===== config.mk =====
export PLATFORM = sky130hd
export DESIGN_NAME = seq_div
export DESIGN_NICKNAME = d
export VERILOG_FILES = /design/src/rtl/seq_div.sv
export SDC_FILE = /design/constraint.sdc
export NUM_CORES = 1
export LEC_CHECK = 0
export BUFFER_PORTS_ARGS = -buffer_cell sky130_fd_sc_hd__buf_4
export CORE_UTILIZATION = 50
export DETAILED_ROUTE_END_ITERATION = 10
export PLACE_DENSITY = 0.7
export SLEW_MARGIN = 0
export SYNTH_ARGS = -nofsm -noshare
export SYNTH_HDL_FRONTEND = slang
export SYNTH_SLANG_ARGS = --single-unit

===== constraint.sdc =====
create_clock -name clk -period 4.5 [get_ports clk]
set_input_delay 0 -clock clk [delete_from_list [all_inputs] [get_ports clk]]
set_output_delay 0 -clock clk [all_outputs]
set_load 0.05 [all_outputs]

===== src/rtl/seq_div.sv =====
// rtl/seq_div.sv - multi-cycle restoring shift-subtract integer divider
//
// Divides a by b, one quotient bit per clock, for the DIV/DIVU execute path.
// A request is accepted on start while idle. busy stays high until the edge that
// raises the one-cycle done pulse. q and r hold their values until the next done.
//
// Ports:
//   clk      rising-edge clock
//   rst_n    asynchronous active-low reset
//   start    request strobe, sampled only while idle
//   a, b     dividend / divisor, captured on an accepted start
//   isSigned 1 = two's-complement divide, 0 = unsigned
//   busy     high from the accept edge until the edge that raises done
//   done     one-cycle result-valid pulse
//   q, r     quotient / remainder
//
// Build option SEQ_DIV_ZERO_SHORTCUT_EN: when defined, a zero divisor skips the
// iterations and finishes on the edge after acceptance.

module seq_div #(
   parameter int WIDTH = 32
) (
   input  logic             clk,
   input  logic             rst_n,
   input  logic             start,
   input  logic [WIDTH-1:0] a,
   input  logic [WIDTH-1:0] b,
   input  logic             isSigned,
   output logic             busy,
   output logic             done,
   output logic [WIDTH-1:0] q,
   output logic [WIDTH-1:0] r
);

   localparam int CW = $clog2(WIDTH);
   localparam logic [CW-1:0] LAST = CW'(WIDTH - 1);

   typedef enum logic [1:0] {S_IDLE, S_CALC, S_FIX} state_e;

   state_e           state_q, state_d;
   logic [CW-1:0]    count_q, count_d;
   logic [WIDTH:0]   rem_q, rem_d;       // partial remainder
   logic [WIDTH-1:0] dvd_q, dvd_d;       // dividend, shifts out as quotient shifts in
   logic [WIDTH-1:0] dsr_q, dsr_d;       // divisor magnitude
   logic             quo_neg_q, quo_neg_d;
   logic             rem_neg_q, rem_neg_d;
   logic             div0_q, div0_d;
   logic             busy_q, busy_d;
   logic             done_q, done_d;
   logic [WIDTH-1:0] q_q, q_d;
   logic [WIDTH-1:0] r_q, r_d;

   logic [WIDTH+1:0] shifted;
   logic             ge;
   logic             b_zero;
   logic             a_neg, b_neg;
   logic [WIDTH-1:0] mag_a, mag_b;

   assign b_zero  = (b == '0);
   assign a_neg   = isSigned & a[WIDTH-1];
   assign b_neg   = isSigned & b[WIDTH-1];
   assign mag_a   = a_neg ? -a : a;
   assign mag_b   = b_neg ? -b : b;
   assign shifted = {rem_q, dvd_q[WIDTH-1]};
   assign ge      = (shifted >= {2'b00, dsr_q});

   always_comb begin
      state_d   = state_q;
      count_d   = count_q;
      rem_d     = rem_q;
      dvd_d     = dvd_q;
      dsr_d     = dsr_q;
      quo_neg_d = quo_neg_q;
      rem_neg_d = rem_neg_q;
      div0_d    = div0_q;
      busy_d    = busy_q;
      done_d    = 1'b0;
      q_d       = q_q;
      r_d       = r_q;

      case (state_q)
         S_IDLE: begin
            if (start) begin
               // A zero divisor keeps the raw dividend and unsigned sense, so the
               // iterations leave the remainder equal to a.
               dvd_d     = b_zero ? a : mag_a;
               dsr_d     = mag_b;
               quo_neg_d = (a_neg ^ b_neg) & ~b_zero;
               rem_neg_d = a_neg & ~b_zero;
               div0_d    = b_zero;
               rem_d     = '0;
               count_d   = '0;
               busy_d    = 1'b1;
               state_d   = S_CALC;
`ifdef SEQ_DIV_ZERO_SHORTCUT_EN
               if (b_zero) begin
                  rem_d   = {1'b0, a};
                  state_d = S_FIX;
               end
`endif
            end
         end
         S_CALC: begin
            rem_d   = ge ? (shifted[WIDTH:0] - {1'b0, dsr_q}) : shifted[WIDTH:0];
            dvd_d   = {dvd_q[WIDTH-2:0], ge};
            count_d = count_q + 1'b1;
            if (count_q == LAST) begin
               state_d = S_FIX;
            end
         end
         S_FIX: begin
            if (div0_q) begin
               q_d = '1;
               r_d = rem_q[WIDTH-1:0];
            end else begin
               q_d = quo_neg_q ? -dvd_q : dvd_q;
               r_d = rem_neg_q ? -rem_q[WIDTH-1:0] : rem_q[WIDTH-1:0];
            end
            done_d  = 1'b1;
            busy_d  = 1'b0;
            count_d = '0;
            state_d = S_IDLE;
         end
         default: begin
            state_d = S_IDLE;
            busy_d  = 1'b0;
         end
      endcase
   end

   always_ff @(posedge clk or negedge rst_n) begin
      if (!rst_n) begin
         state_q   <= S_IDLE;
         count_q   <= '0;
         rem_q     <= '0;
         dvd_q     <= '0;
         dsr_q     <= '0;
         quo_neg_q <= 1'b0;
         rem_neg_q <= 1'b0;
         div0_q    <= 1'b0;
         busy_q    <= 1'b0;
         done_q    <= 1'b0;
         q_q       <= '0;
         r_q       <= '0;
      end else begin
         state_q   <= state_d;
         count_q   <= count_d;
         rem_q     <= rem_d;
         dvd_q     <= dvd_d;
         dsr_q     <= dsr_d;
         quo_neg_q <= quo_neg_d;
         rem_neg_q <= rem_neg_d;
         div0_q    <= div0_d;
         busy_q    <= busy_d;
         done_q    <= done_d;
         q_q       <= q_d;
         r_q       <= r_d;
      end
   end

   assign busy = busy_q;
   assign done = done_q;
   assign q    = q_q;
   assign r    = r_q;

endmodule


==> run metrics <==
Sink Count=173; status=finished clean; sequential fraction of the synthesis area=0.388; setup TNS=0 ps; max_cap viols=0; placed insts=1658; GR Overflow Total=0; Area Overhead vs Synth=23.1%; Longest Clk Path Bufs=2; Slew HR=0.268; Core Box Area=21800 sq um; Final Critical Period=roughly 3600 ps; Static Leak=6.18 nW; Initial Util=0.511; prevailing post-synth register cell=dfrtp_1; synthesized flop and latch total=173; Power Internal=5.50 mW; Net Sw Power=4.92 mW; Total GRT Usage=0.262; reg2reg end=rem_q[28]; Worst Tran Pin Value=1100 ps; vias per inst=5.58; pwr/cell area=760 nW/um^2; largest net degree at the start of global routing=~170; EDFF count, synth=0; r2r setup slk=870 ps; Yosys warnings=0; Synth Area per Inst=8.59 sq um; Post-DRT Antenna Nets=0; Nets=between 1500 and 2000; Top Ports=134; mapped cell area=11100 sq um; FP Rows=54; most common cell after layout, fill and taps aside=nand2_1; max-slew violation count=0; most frequent cells in the layout=nand2_1, dfrtp_1, o21ai_0; Reg2Reg Launch Point=dvd_q[31]; Final GP Congestion=0.912; Initial DRT Pass Iterations=5; sw frac=0.472; vias in the first global route=9158; post-synthesis instance total=roughly 1300; Buffers & Inverters on Critical Path=2; Post-DP HPWL=20700 um; post-DR wirelength/cell=16.5 um; Hold Vio Cnt, Final=0; DRC marker count from the first detailed-route iteration=~700; Comb power frac=0.563; hold_sp=a[1]; initial antenna violation count=0; skew final=11.9 ps; residual DRC count=0; delay-heaviest family, CP=compound AO/OA/AOI/OAI gates; die span in x=roughly 150 um; Crit Path Category=flip-flop to flip-flop; Hold EP=dvd_q[3]; Cells on Worst Hold Path=4; worst-skew pair later-pin latency=440 ps; CP Cell Sequence=inv_1, ha_1, inv_1, fa_1, a211oi_1, o21a_1, o31a_1, a211oi_2, a31oi_1, o21ai_0, a221oi_1, xor2_1, o21ai_0; CP Launch Type=flip-flop; Synthesized Nets=1405; Routed WL=29200 um; hold-fix buffers at CTS=81; Worst Reg-to-Reg Cells=13; maximum fanout along the worst path=4; layout cells sized above 1=0.140; distinct cell type count after synthesis=70; final setup fails=0; Hold Crit Class=input pin to flip-flop; # port buffers=between 100 and 150; post-CTS setup buffers=0; Seq pwr share=0.292; vias=9890; Slowest Stage Delay on Critical Path=430 ps; Worst path slowest cell=a31oi_1; Worst Path Arrival=roughly 3900 ps; global-route wire length before repair=47100 um; RSZ-0062 raised after global routing=false; non-filler cells, final=~1800; total CTS buffers=17; Async SR Flop Fraction=1.00; die area=22900 sq um; fin crit share=0.806; maximum clock rate=~280 MHz; Clock Tree Root=clkbuf_16; CTS tree=yes; Worst EP required=between 4000 and 5000 ps; H-tree depth=4; Critical Path End Type=flip-flop; Worst-path clk slew=about 70 ps; # resized after CTS=0; Die Ht=151 um; Clk pwr share=0.145; VDD IR max=0.000314 V; # fillers=1924
==> logic make-up (layout without fill, tap and decap cells) <==
family,after synthesis,after routing,share of synthesized area
flops,173,173,0.388
mux,18,18,0.0162
other cells,0,1,0
compound gates,405,405,0.219
simple gates,395,395,0.170
buf+inv,121,314,0.0466
xor+xnor,147,147,0.115
fa+ha+maj,39,39,0.0444
==> through the flow <==
| stage | area, sq um | setup WS (ps) | hold WS, ps | utilization | total power, mW |
|---|---|---|---|---|---|
| 6_report | 13700 | 875 | 27.8 | 0.629 | 10.4 |
| 5_1_grt | 13700 | 600 | 44.4 | 0.629 | 11.3 |
| 4_1_cts | 13700 | 867 | 15.9 | 0.629 | 10.4 |
| 3_5_place_dp | 12300 | 877 | 257 | 0.564 | 8.79 |
| 3_3_place_gp | 12300 | 1030 | 254 | 0.564 | 8.66 |
| 2_1_floorplan | 11100 | 1460 | -296 | - | 7.29 |
==> Yosys cell counts, drive strengths merged, types with 6 or more instances <==
cell | count | area, sq um
a211oi | 6 | 50.1
a21o | 13 | 97.6
a21oi | 85 | 425
a221oi | 6 | 52.6
a22oi | 30 | 225
a31oi | 8 | 50.1
and3 | 8 | 50.1
buf | 12 | 103
clkbuf | 50 | 188
dfrtp | 173 | 4330
ha | 38 | 475
inv | 57 | 214
mux2i | 18 | 180
nand2 | 181 | 684
nand2b | 9 | 58.8
nand3 | 16 | 90.1
nand4 | 7 | 43.8
nor2 | 88 | 333
nor2b | 7 | 43.8
nor3 | 21 | 121
nor4 | 12 | 111
o21ai | 182 | 911
o31ai | 31 | 243
o41ai | 15 | 146
or3 | 12 | 80.1
or4 | 15 | 131
xnor2 | 60 | 526
xor2 | 87 | 762
==> power groups by stage <==
| stage | clock, mW | combinational, mW | sequential, mW |
|---|---|---|---|
| 6_report | 1.52 | 5.87 | 3.05 |
| 5_1_grt | 1.59 | 6.54 | 3.13 |
| 4_1_cts | 1.53 | 5.84 | 3.01 |
| 3_5_place_dp | 0 | 5.75 | 3.04 |
| 3_3_place_gp | 0 | 5.66 | 3.00 |
| 2_1_floorplan | 0 | 4.22 | 3.07 |
==> registers in the layout, indices dropped and copies added, names as in the netlist <==
signal,count
rem_q,33
dsr_q,32
dvd_q,32
q,32
r,32
count_q,5
state_q,2
busy,1
div0_q,1
done,1
quo_neg_q,1
rem_neg_q,1
==> worst reg2reg max path: stages, from the launching register on <==
cell and delay (ps):
dfrtp_1 400, inv_1 90, ha_1 160, inv_1 50, fa_1 420, a211oi_1 350
o21a_1 240, o31a_1 240, a211oi_2 110, a31oi_1 430, o21ai_0 330, a221oi_1 380
xor2_1 180, o21ai_0 80
==> layer usage <==
metal / vias up / GRT usage / part of all wire
li1: 4943 / - / -
met1: 4651 / 0.404 / 0.51
met2: 268 / 0.378 / 0.43
met3: 28 / 0.0364 / 0.047
met4: 0 / 0.0700 / 0.012
met5: - / 0 / 0
==> final cells by class <==
class,count,area (sq um),share of cell area
clock buffer,18,439,0.0320
antenna,1,2.50,0.000182
timing repair buffer,224,1900,0.138
inverter,58,218,0.0159
multi-input combinational,1004,6320,0.461
clock inverter,14,159,0.0116
sequential,173,4330,0.315
tap,280,350,0.0255
==> worst max-delay path by stage <==
stage,slack [ps],cells past startpoint,endpoint,startpoint
4_1_cts,870,13,rem_q[28],dvd_q[31]
5_1_grt,600,13,rem_q[28],dvd_q[31]
6_report,870,13,rem_q[28],dvd_q[31]
3_3_place_gp,1030,13,rem_q[28],dvd_q[31]
3_5_place_dp,880,13,rem_q[28],dvd_q[31]
2_1_floorplan,1460,13,rem_q[28],dvd_q[31]
Power figures use the tool's default switching activity.
